[src/rtl/rca_subtractor_seq.sv]
// Digit-serial a - b (mod 2^DATA_WIDTH) with borrow; result valid DATA_WIDTH/DIGIT_WIDTH cycles after accept.
// in_ready only in IDLE; the result holds in DONE until out_ready, and afterwards until the next result.
module rca_subtractor_seq #(
    parameter int DATA_WIDTH  = 32,
    parameter int DIGIT_WIDTH = 4
) (
    input  logic                  clk,
    input  logic                  reset,
    input  logic                  in_valid,
    output logic                  in_ready,
    input  logic [DATA_WIDTH-1:0] in_sub_a,
    input  logic [DATA_WIDTH-1:0] in_sub_b,
    output logic                  out_valid,
    input  logic                  out_ready,
    output logic [DATA_WIDTH-1:0] out_diff_result,
    output logic                  out_borrow
);

    localparam int NUM_DIGITS = DATA_WIDTH / DIGIT_WIDTH;
    localparam int CNT_W      = (NUM_DIGITS > 1) ? $clog2(NUM_DIGITS) : 1;
    localparam logic [CNT_W-1:0] LAST_DIGIT = CNT_W'(NUM_DIGITS - 1);

    typedef enum logic [1:0] {IDLE, RUN, DONE} state_t;

    state_t                          state_q, state_d;
    logic [CNT_W-1:0]                digit_cnt_q;
    logic [DATA_WIDTH-1:0]           a_q, b_q, res_q;
    logic                            carry_q;
    logic                            last_digit;
    logic [DIGIT_WIDTH:0]            digit_sum;
    logic [DATA_WIDTH+DIGIT_WIDTH-1:0] res_shift;
    logic [DATA_WIDTH-1:0]           res_next;

    // Operands shift right one digit per cycle, so the low digit is always digit k;
    // result digits enter at the top and land at bits [k*DIGIT_WIDTH +: DIGIT_WIDTH] after the last shift.
    assign digit_sum  = {1'b0, a_q[DIGIT_WIDTH-1:0]} + {1'b0, ~b_q[DIGIT_WIDTH-1:0]}
                      + (DIGIT_WIDTH+1)'(carry_q);
    assign res_shift  = {digit_sum[DIGIT_WIDTH-1:0], res_q};
    assign res_next   = res_shift[DATA_WIDTH+DIGIT_WIDTH-1:DIGIT_WIDTH];
    assign last_digit = (digit_cnt_q == LAST_DIGIT);

    always_ff @(posedge clk or posedge reset) begin
        if (reset) begin
            state_q <= IDLE;
        end else begin
            state_q <= state_d;
        end
    end

    always_comb begin
        state_d   = state_q;
        in_ready  = 1'b0;
        out_valid = 1'b0;
        case (state_q)
            IDLE: begin
                in_ready = 1'b1;
                if (in_valid) state_d = RUN;
            end
            RUN: begin
                if (last_digit) state_d = DONE;
            end
            DONE: begin
                out_valid = 1'b1;
                if (out_ready) state_d = IDLE;
            end
            default: state_d = IDLE;
        endcase
    end

    always_ff @(posedge clk or posedge reset) begin
        if (reset) begin
            digit_cnt_q     <= '0;
            a_q             <= '0;
            b_q             <= '0;
            res_q           <= '0;
            carry_q         <= 1'b0;
            out_diff_result <= '0;
            out_borrow      <= 1'b0;
        end else begin
            case (state_q)
                IDLE: begin
                    if (in_valid) begin
                        a_q         <= in_sub_a;
                        b_q         <= in_sub_b;
                        res_q       <= '0;
                        digit_cnt_q <= '0;
                        carry_q     <= 1'b1;
                    end
                end
                RUN: begin
                    a_q         <= a_q >> DIGIT_WIDTH;
                    b_q         <= b_q >> DIGIT_WIDTH;
                    res_q       <= res_next;
                    carry_q     <= digit_sum[DIGIT_WIDTH];
                    digit_cnt_q <= digit_cnt_q + 1'b1;
                    // Outputs only change here, so they hold through DONE and the following IDLE.
                    if (last_digit) begin
                        out_diff_result <= res_next;
                        out_borrow      <= ~digit_sum[DIGIT_WIDTH];
                    end
                end
                default: ;
            endcase
        end
    end

endmodule

[config.mk]
export PLATFORM = sky130hd
export DESIGN_NAME = rca_subtractor_seq
export DESIGN_NICKNAME = d
export VERILOG_FILES = /design/src/rtl/rca_subtractor_seq.sv
export SDC_FILE = /design/constraint.sdc
export NUM_CORES = 1
export LEC_CHECK = 0
export CELL_PAD_IN_SITES_DETAIL_PLACEMENT = 1
export CELL_PAD_IN_SITES_GLOBAL_PLACEMENT = 2
export CORE_ASPECT_RATIO = 1.25
export CORE_MARGIN = 4
export CORE_UTILIZATION = 34
export DETAILED_ROUTE_END_ITERATION = 10
export PLACE_DENSITY = 0.89
export SETUP_SLACK_MARGIN = 0.4
export SLEW_MARGIN = 10
export SYNTH_ARGS = -nofsm -noshare
export SYNTH_HDL_FRONTEND = slang
export SYNTH_SLANG_ARGS = --single-unit
[constraint.sdc]
create_clock -name clk -period 5.6 [get_ports clk]
set_input_delay 1.68 -clock clk [delete_from_list [all_inputs] [get_ports clk]]
set_output_delay 1.68 -clock clk [all_outputs]
set_load 0.05 [all_outputs]
**Yosys cells after proc, flatten, opt, wreduce, memory -nomap -nowiden**

Cells that the tools add are included.

- Bits in registers: 135
- Memory bits (read-only): 0
- Memories kept: 0
- Input bits: 68
- Bits in writable memories: 0
- Output and inout port bits: 35
- Bits in latches: 0

- Multiply operators: 0
- Shift-type cells: 0
- Eq/ne operators: 6
- Add/subtract/negate cells: 3
- Div/mod/pow operators: 0
- Reduce and logical (&&, ||, !) cells: 5
- $lt $le $gt $ge: 0
- Bitwise operators: 2
- Multiplexer cells: 16

Operators by type and width:

| cell | number |
|---|---|
| $pmux 32 s2 | 3 |
| $mux 32 | 3 |
| $mux 2 | 3 |
| $ne 2x2->1 const B | 3 |
| $pmux 2 s3 | 1 |
| $pmux 3 s2 | 1 |
| $add 4x4->5 | 1 |
| $add 5x1->5 | 1 |
| $not 4->4 | 1 |
| $reduce_and 2->1 | 2 |
| $add 3x1->3 const B | 1 |
| $eq 3x3->1 const B | 1 |
| $mux 1 | 3 |
| $mux 3 | 1 |
| $reduce_and 3->1 | 1 |
| $eq 2x1->1 const B | 1 |
| $eq 2x2->1 const B | 1 |
| $logic_not 2->1 | 1 |
| $pmux 1 s2 | 1 |
| $reduce_bool 2->1 | 1 |
| $not 1->1 | 1 |

**Depth between registers and ports, before layout**

- Depth in word-level cells: 4
- Gate-level depth with buffers: 7

**Worst setup path after synthesis**

Ideal clock, no wire load.

- Path kind: reg2out
- From: register state_q[0]
- To: output port in_ready
- Arrival time: 1179 ps
- Buffers on the path: 1
- Cell stages (with the launch flop): 3
- Setup slack: 2741 ps
- Cell sequence: dfrtp_1 buf_6 nor2_1

- Cells in the longest elaborated chain, start to end: 2

RTL lines:

| what | RTL line | RTL |
|---|---|---|
| from (decl) | 25 | `state_t state_q, state_d;` |
| from (signal assigned) | 46 | `state_q <= state_d;` |
| $logic_not 2->1 | 54 | `case (state_q)` |
| $mux 1 | 54 |  |
| to (decl) | 10 | `output logic in_ready,` |

No other way between the ends.

**Worst setup path in the final report**

- From: register state_q[1]
- To: output port in_ready

Same word-level chain as after synthesis.

==> reports/qor.txt <==
hold buffer count at CTS - 0
Slew Limit Fails - 0
final setup fails - 0
largest net degree at the start of global routing - 64
HP Class - register to register
Port Buf Inserts - 102
Synth top area share - 0.6013
Worst-Margin Slew - 896.1 ps
number of synthesized flops with an enable pin - 0
post-DP HPWL - 9.231 mm
Comb pwr share - 0.355
DRC viols - 0
final layout net count - 622
Pleak - 3.141 nW
crit share post-route - 0.7032
RSZ-0062 raised after global routing - no
final hold violations - 0
via count - 3966
Overall Global Routing Usage - 0.1624
met2 wire length - 7.411 mm
Core Region - 0.01563 mm²
Yosys top cell by area - dfrtp_1
Pwr per Cell Area - 597.5 mW/mm²
crit path launch type - register
drt pass-1 iters - 5
Iteration-0 DRC Markers - 256
clock slew at reported path FFs - 60 ps
clk sink count - 131
Post-DRT Antenna Nets - 0
Cells after Synth - 457
R2R Path End - out_diff_result[31]
gp weighted congestion - 0.7834
Reg-to-Reg Start - state_q[0]
most common library cells after synthesis - 131 x dfrtp_1, 67 x nand2_1, 60 x o21ai_0
die height - 149.6 µm
max cap viols - 0
Final Critical Period - 3938 ps
ys async rst share - 1.000
Buf/Inv on CP - 2
peak supply drop - 0.2430 mV
vias in the first global route - 4356
chip width - 121.3 µm
H-tree depth - 4
FMAX - 253.9 MHz
total chip power - 4.297 mW
met1 wire length - 5.836 mm
metal3 WL - 543 µm
Int Pwr - 2.688 mW
syn_nets - 532
die area - 0.01814 mm²
Worst EP arrival - 2260 ps
num ports - 103
top layer reached by signal wires - met4
required time of the critical path - 3920 ps
Flop pwr share - 0.372
Slowest cell on crit path - clkdlybuf4s50_1
Cell Rows - 51
ys flop type - dfrtp_1
Netlist Area Pre-Place - 0.005451 mm²
hold endpoint - b_q[13]
yosys warns - 0
CTS root buf - clkbuf_16
Synth cell types - 34
worst reg2reg path depth - 4
slew margin rel. - 0.4010
Initial Utilization - 0.3487
Inserted Clock Buffers - 17
wire per inst - 18.08 µm
clock buffer depth - 2
Mean Syn Cell Area - 11.93 µm²
Psw - 1.609 mW
final setup TNS - 0 ps
critical path class - register to output port
CTS resizes - 0
final wirelength - 13.96 mm
Hold Startpoint - b_q[13]
GRT overflow - 0
status - finished, final reports clean
worst skew pair latency - 420 ps
CP Max Fanout - 50
Area contributors post-synth - dfrtp_1 60%, a22oi_1 7.7%, mux2_2 5.8%
sw frac - 0.3745
Area growth, synth to finish - 31.93%
WHS Path Cells - 2
DR vias/cell - 5.137
Synth Register Bits - 131
crit path cell chain - buf_4 -> nor2_1 -> clkdlybuf4s50_1
clock power share - 0.273
worst reg2reg setup slack - 3210 ps
Clock Skew - 7.845 ps
n_diodes - 0
placed cell area - 0.006566 mm²
Top Family by Delay on Critical Path - buffers and inverters
Crit. End Element - output port
CTS tree - built
most frequent cell after synthesis - dfrtp_1
share of layout cells above drive strength 1 - 0.1339
Final Cell Area - 0.007192 mm²
antenna violations before repair - 0
first-pass GRT wire length - 23.21 mm
Seq/Total Area, Yosys - 0.6013
Post-CTS Repair Setup Buffers - 0
slowest stage delay, CP - 830 ps
==> registers in the layout, indices dropped and copies added (netlist names) <==
register	cells
out_borrow	1
state_q	2
res_q	28
a_q	32
digit_cnt_q	3
b_q	32
carry_q	1
out_diff_result	32
==> power by group through the flow <==
stage / registers [mW] / logic, mW / clock network [mW]
final: 1.60 / 1.53 / 1.17
after global routing: 1.65 / 1.68 / 1.24
after detailed placement: 1.61 / 1.54 / 0
after floorplan: 1.82 / 0.848 / 0
after global placement: 1.58 / 1.47 / 0
after CTS: 1.60 / 1.55 / 1.20
==> metal layers <==
layer | track usage | up-vias
met1 | 0.1977 | 2025
met5 | 0 | -
met2 | 0.2804 | 97
met4 | 0.05437 | 0
met3 | 0.04159 | 15
li1 | - | 1829
==> metrics by stage <==
| stage | hold WS [ps] | utilization | std cells | worst slack, ps |
|---|---|---|---|---|
| 2_1_floorplan | 449.8 | - | 457 | 422.3 |
| 3_3_place_gp | 462.1 | 0.4200 | 740 | 1939 |
| 3_5_place_dp | 471.2 | 0.4200 | 740 | 1772 |
| 4_1_cts | 484.2 | 0.4600 | 772 | 1633 |
| 5_1_grt | 504.7 | 0.4600 | 772 | 1528 |
| 6_report | 481.3 | 0.4600 | 772 | 1662 |
==> how the worst max path moves through the flow <==
stage                     startpoint   endpoint  slack [ps]  depth (start not counted)
final                     state_q[1]   in_ready        1660                          3
after global routing      state_q[1]   in_ready        1530                          3
after CTS                 state_q[1]   in_ready        1630                          3
after detailed placement    in_valid   res_q[9]        1770                          4
after global placement      in_valid  res_q[11]        1940                          4
after floorplan                reset     a_q[0]         420                          1
==> cell families (layout without fill, tap and decap cells) <==
family | count (synthesis) | after routing | synth area share
AOI/OAI and AO/OA | 163 | 163 | 0.2059
xor gates and xnor gates | 1 | 1 | 0.001607
adders and majority gates | 7 | 7 | 0.01882
and+or+nand+nor | 80 | 80 | 0.06495
DFF | 131 | 131 | 0.6013
buffers and inverters | 47 | 150 | 0.04958
muxes | 28 | 28 | 0.05784
==> worst min-delay path, stage by stage (launching register included) <==
cell and delay, ps:
dfrtp_1 340, nand2_1 50, o21ai_0 60
==> final cells by class <==
type                       count  area [µm²]
timing repair buffer         109        1074
multi-input combinational    279        1908
sequential                   131        3281
clock inverter                13       182.7
fill                        1654        8442
clock buffer                  19       442.9
inverter                       9       38.79
tap                          212       265.3
==> placed cells by master (no fill, tap or decap), drive strengths merged <==
cell type,synthesis,routed
o21ai,64,64
a211o,1,1
a22oi,56,56
a21oi,2,2
nand3,1,1
clkdlybuf4s50,0,102
nand3b,2,2
ha,5,5
dfrtp,131,131
and2,1,1
clkinvlp,0,1
o31ai,1,1
mux2,28,28
clkbuf,9,19
a221o,1,1
nor2,3,3
o31a,1,1
nor2b,3,3
xor2,1,1
fa,2,2
and4,1,1
buf,29,7
o21a,1,1
o211ai,1,1
a22o,34,34
nand2b,2,2
clkinv,0,7
nand2,67,67
o21bai,1,1
bufinv,0,4
inv,9,10
No activity file was read; power rests on OpenSTA's default activity.
==> patch 1: new RTL, config.mk and constraints unchanged <==
The 3 states of `state_t` get a one-hot encoding in 3 bits.
--- a/src/rtl/rca_subtractor_seq.sv
+++ b/src/rtl/rca_subtractor_seq.sv
@@ -20,7 +20,7 @@
     localparam int CNT_W      = (NUM_DIGITS > 1) ? $clog2(NUM_DIGITS) : 1;
     localparam logic [CNT_W-1:0] LAST_DIGIT = CNT_W'(NUM_DIGITS - 1);
 
-    typedef enum logic [1:0] {IDLE, RUN, DONE} state_t;
+    typedef enum logic [2:0] {IDLE = 3'b001, RUN = 3'b010, DONE = 3'b100} state_t;
 
     state_t                          state_q, state_d;
     logic [CNT_W-1:0]                digit_cnt_q;
Behaviour: same outputs for any inputs over 10 cycles, from zero or initial values and one cycle with reset high; not proved beyond that.
==> patch 1 against the original RTL <==
  * Non-clock buffer count shrank 2
  * Sequential cell count grew 1
  * Cell area grew 1.8%
  * Area after synthesis grew 2.3%
  * Synthesized cell count grew 29%
  * Power shrank 19%
  * Sequential power shrank 11%
  * Routed wire length shrank 0.66%
  * Largest power group unchanged
  * Critical path type unchanged
  * Worst setup slack gained 0.13 ns
  * Critical endpoint unchanged
==> patch 1: results (changes against the original RTL) <==
| Metric | Value |
|---|---|
| Crit Path Max Fanout | `10 (-80%)` |
| Non-Clock Buffer Count | `107 (-1.8%)` |
| Seq pwr | `1420 µW (-11%)` |
| Multi-Input Combinational | `409 (+47%)` |
| Grt met3 use | `4.59% (+0.44 points)` |
| Met1 GRT Util | `20.1% (+0.29 points)` |
| P_sw | `1130 µW (-30%)` |
| Pwr Density | `474 nW/µm² (-21%)` |
| Routed vias | `4398 (+11%)` |
| Fraction of layout cells with a size suffix above 1 | `5.99% (-7.4 points)` |
| Post-Syn Area per Cell | `9.44 µm² (-21%)` |
| 1st-pass router iterations | `4 (-1)` |
| VDD IR-drop max | `0.000175 V (-28%)` |
| Combinational power share | `27.2% (-8.3 points)` |
| Post-synthesis sequential area ratio | `59.2% (-0.90 points)` |
| Status | `completed` |
| Multi-input gate share of total cell area | `28.2% (+1.6 points)` |
| Metal3 WL | `548 µm (+0.92%)` |
| Leak | `0.00341 µW (+8.6%)` |
| Layout non-clock buf frac | `14.6% (-0.30 points)` |
| GRT Util Overall | `16.4% (+0.17 points)` |
| Hold wc startpoint | `out_diff_result[25]` |
| Routed wl met2 | `7170 µm (-3.2%)` |
| RR Startpoint | `state_q[0]` |
| FFs & Latches | `132 (+0.76%)` |
| Main area contributors after synthesis | `dfrtp_1 (59%), nand2_1 (15%), a31oi_1 (6.3%)` |
| # clk buffers | `25 (+6)` |
| Worst Hold End | `out_diff_result[25]` |
## patch 1: cell count changes in the layout (fill, tap and decap cells not counted), moves of 3 or more
cell	change
mux2_2	-28
buf_4	-3
a31oi_1	+56
clkbuf_8	+5
nor2_1	+54
clkinv_4	-3
nand2_1	+152
a22oi_1	-56
a21oi_1	+9
o21ai_0	-58
a22o_1	-7
## patch 1: through the flow
stage	power [µW]	hold slack, ns
detailed placement	2390	0.470
finish	3470	0.474
global placement	2320	0.458
CTS	3520	0.483
floorplan	2110	0.440
global route	3720	0.508
## patch 1: cells by family (layout without fill, tap and decap cells)
group | Yosys count | after routing | share of synthesized area, %
AOI/OAI and AO/OA | 106 | 106 | 13.1
xor gates and xnor gates | 1 | 1 | 0.157
adders and majority gates | 7 | 7 | 1.84
buffers and inverters | 50 | 143 | 4.28
DFF | 132 | 132 | 59.2
and+or+nand+nor | 295 | 295 | 21.4
## patch 1: critical path, stage by stage, from the launching register on
cell and delay [ns]:
dfstp_2 0.66, nor3b_1 0.21, clkdlybuf4s50_1 0.83
==> patch 2: new RTL, same flow settings <==
Made on the original files. Set the parameter `DATA_WIDTH` to 128 (it was 32).
--- a/src/rtl/rca_subtractor_seq.sv
+++ b/src/rtl/rca_subtractor_seq.sv
@@ -1,7 +1,7 @@
 // Digit-serial a - b (mod 2^DATA_WIDTH) with borrow; result valid DATA_WIDTH/DIGIT_WIDTH cycles after accept.
 // in_ready only in IDLE; the result holds in DONE until out_ready, and afterwards until the next result.
 module rca_subtractor_seq #(
-    parameter int DATA_WIDTH  = 32,
+    parameter int DATA_WIDTH  = 128,
     parameter int DIGIT_WIDTH = 4
 ) (
     input  logic                  clk,
Interface: changed (resized in_sub_a, in_sub_b and out_diff_result); port bits go from 103 to 391. No check against the original RTL was run, so the function may have changed too.
==> patch 2 against the original RTL <==
  * The flow now finishes with violations (max-slew violations)
  * Register-to-register slack lost 1.1 ns
  * Power grew to 3.6 times the old value
  * Area after synthesis grew to 4.1 times the old value
  * Routed wire length grew to 4.6 times the old value
  * Sequential cell count grew 386
  * Die area grew to 3.9 times the old value
  * Combinational power grew to 3.7 times the old value
  * Clock power grew to 3.1 times the old value
  * Sequential power grew to 3.9 times the old value
  * Cell area grew to 4.0 times the old value
  * Worst setup slack lost 0.47 ns
  * Hold slack lost 0.0038 ns
==> patch 2: results (changes against the original RTL) <==
| Metric | Value |
|---|---|
| Synth Net Count | `2268 (+330%)` |
| Met2 Usage GRT | `30.8% (+2.8 points)` |
| Antenna diode count | `10 (+10)` |
| Clock Sinks | `517 (+290%)` |
| Main area contributors after synthesis | `dfrtp_1 (57%), and3b_1 (9.7%), a21oi_1 (5.6%)` |
| Port Buffer Count | `390 (+280%)` |
| Fill cells | `7034 (+330%)` |
| Initial drt markers | `889 (+250%)` |
| ClkCell Share | `6.32% (-2.4 points)` |
| Failing checks | `max-slew violations` |
| Multi-input gate share of total cell area | `30.2% (+3.6 points)` |
| Internal power | `9650 µW (+260%)` |
| DPL Wire Length | `42400 µm (+360%)` |
| Pwr Density | `538 nW/µm² (-9.9%)` |
| Yosys cell types | `32 (-5.9%)` |
| Hold wc startpoint | `a_q[33]` |
| First-pass GRT wire length | `102000 µm (+340%)` |
| Routed wl met2 | `32200 µm (+330%)` |
| Fraction of layout cells with a size suffix above 1 | `10.5% (-2.9 points)` |
| Nets | `2557 (+310%)` |
| Worst Hold End | `a_q[33]` |
| 1st-pass router iterations | `4 (-1)` |
| Post-synthesis sequential area ratio | `57.3% (-2.8 points)` |
| Adder-cell share of the synthesized area | `0.454% (-1.4 points)` |
| Top sig layer | `met5` |
| Metal3 WL | `3170 µm (+480%)` |
| GRT Util Overall | `17.9% (+1.6 points)` |
| Pins Over Slew Limit | `100 (+100)` |
| Number of global-route vias before repair | `18000 (+310%)` |
| Sequential cell area | `12900 µm² (+290%)` |
| Mux contribution to synthesized area | `7.17% (+1.4 points)` |
| Status | `complete, but fails checks` |
| Critical Path AT | `2.73 ns (+0.47 ns)` |
| VDD IR-drop max | `0.000271 V (+11%)` |
| Critical R2R Capture | `out_diff_result[82]` |
| Clk Latency, worst-skew pair | `0.61 ns (+0.19 ns)` |
| Pin count of the biggest net entering global routing | `241 (+280%)` |
| Layout non-clock buf frac | `14.7% (-0.25 points)` |
| CTS Buf Count | `55 (+38)` |
| Largest registers | `a_q: 128 flops, b_q: 128 flops, out_diff_result: 128 flops` |
| Clock H-tree levels | `2 (-2)` |
| DR vias/cell | `5.15 (+0.29%)` |
| Clock Power Share | `23.6% (-3.7 points)` |
| Pin slew with the least headroom to its limit | `1.66 ns (+0.761 ns)` |
| Final hold slack | `0.478 ns (-0.00377 ns)` |
| XOR/XNOR Fraction of Synth Area | `0.0388% (-0.12 points)` |
| Leak | `0.0139 µW (+340%)` |
| Synth Area in Compound Gates | `16.5% (-4.0 points)` |
| Multi-Input Combinational | `1292 (+360%)` |
| Post-Route WL | `64800 µm (+360%)` |
## patch 2: changes by cell type after synthesis, moves of 61 or more
cell,change
and3b_1,+249
a21oi_1,+249
clkbuf_1,+73
a22o_1,+97
nand2_1,+185
o21ai_0,+124
o21ai_1,+61
dfrtp_1,+386
## patch 2: worst max-delay path, cell delays in order, from the launching register on
cell,delay [ns]
dfrtp_4,0.73
nor2_1,0.49
clkdlybuf4s50_1,0.91
## patch 2: per-stage QoR
step	util [%]	setup TNS [ns]	setup WS (ns)	instances	area [µm²]
5_1_grt	43.9	0	1.08	3191	28800
3_3_place_gp	41.1	0	1.79	3089	27000
6_report	43.9	0	1.19	3197	28800
4_1_cts	43.8	0	1.12	3187	28800
3_5_place_dp	41.1	0	1.80	3089	27000
2_1_floorplan	-	-1603.87	-3.10	2001	22600
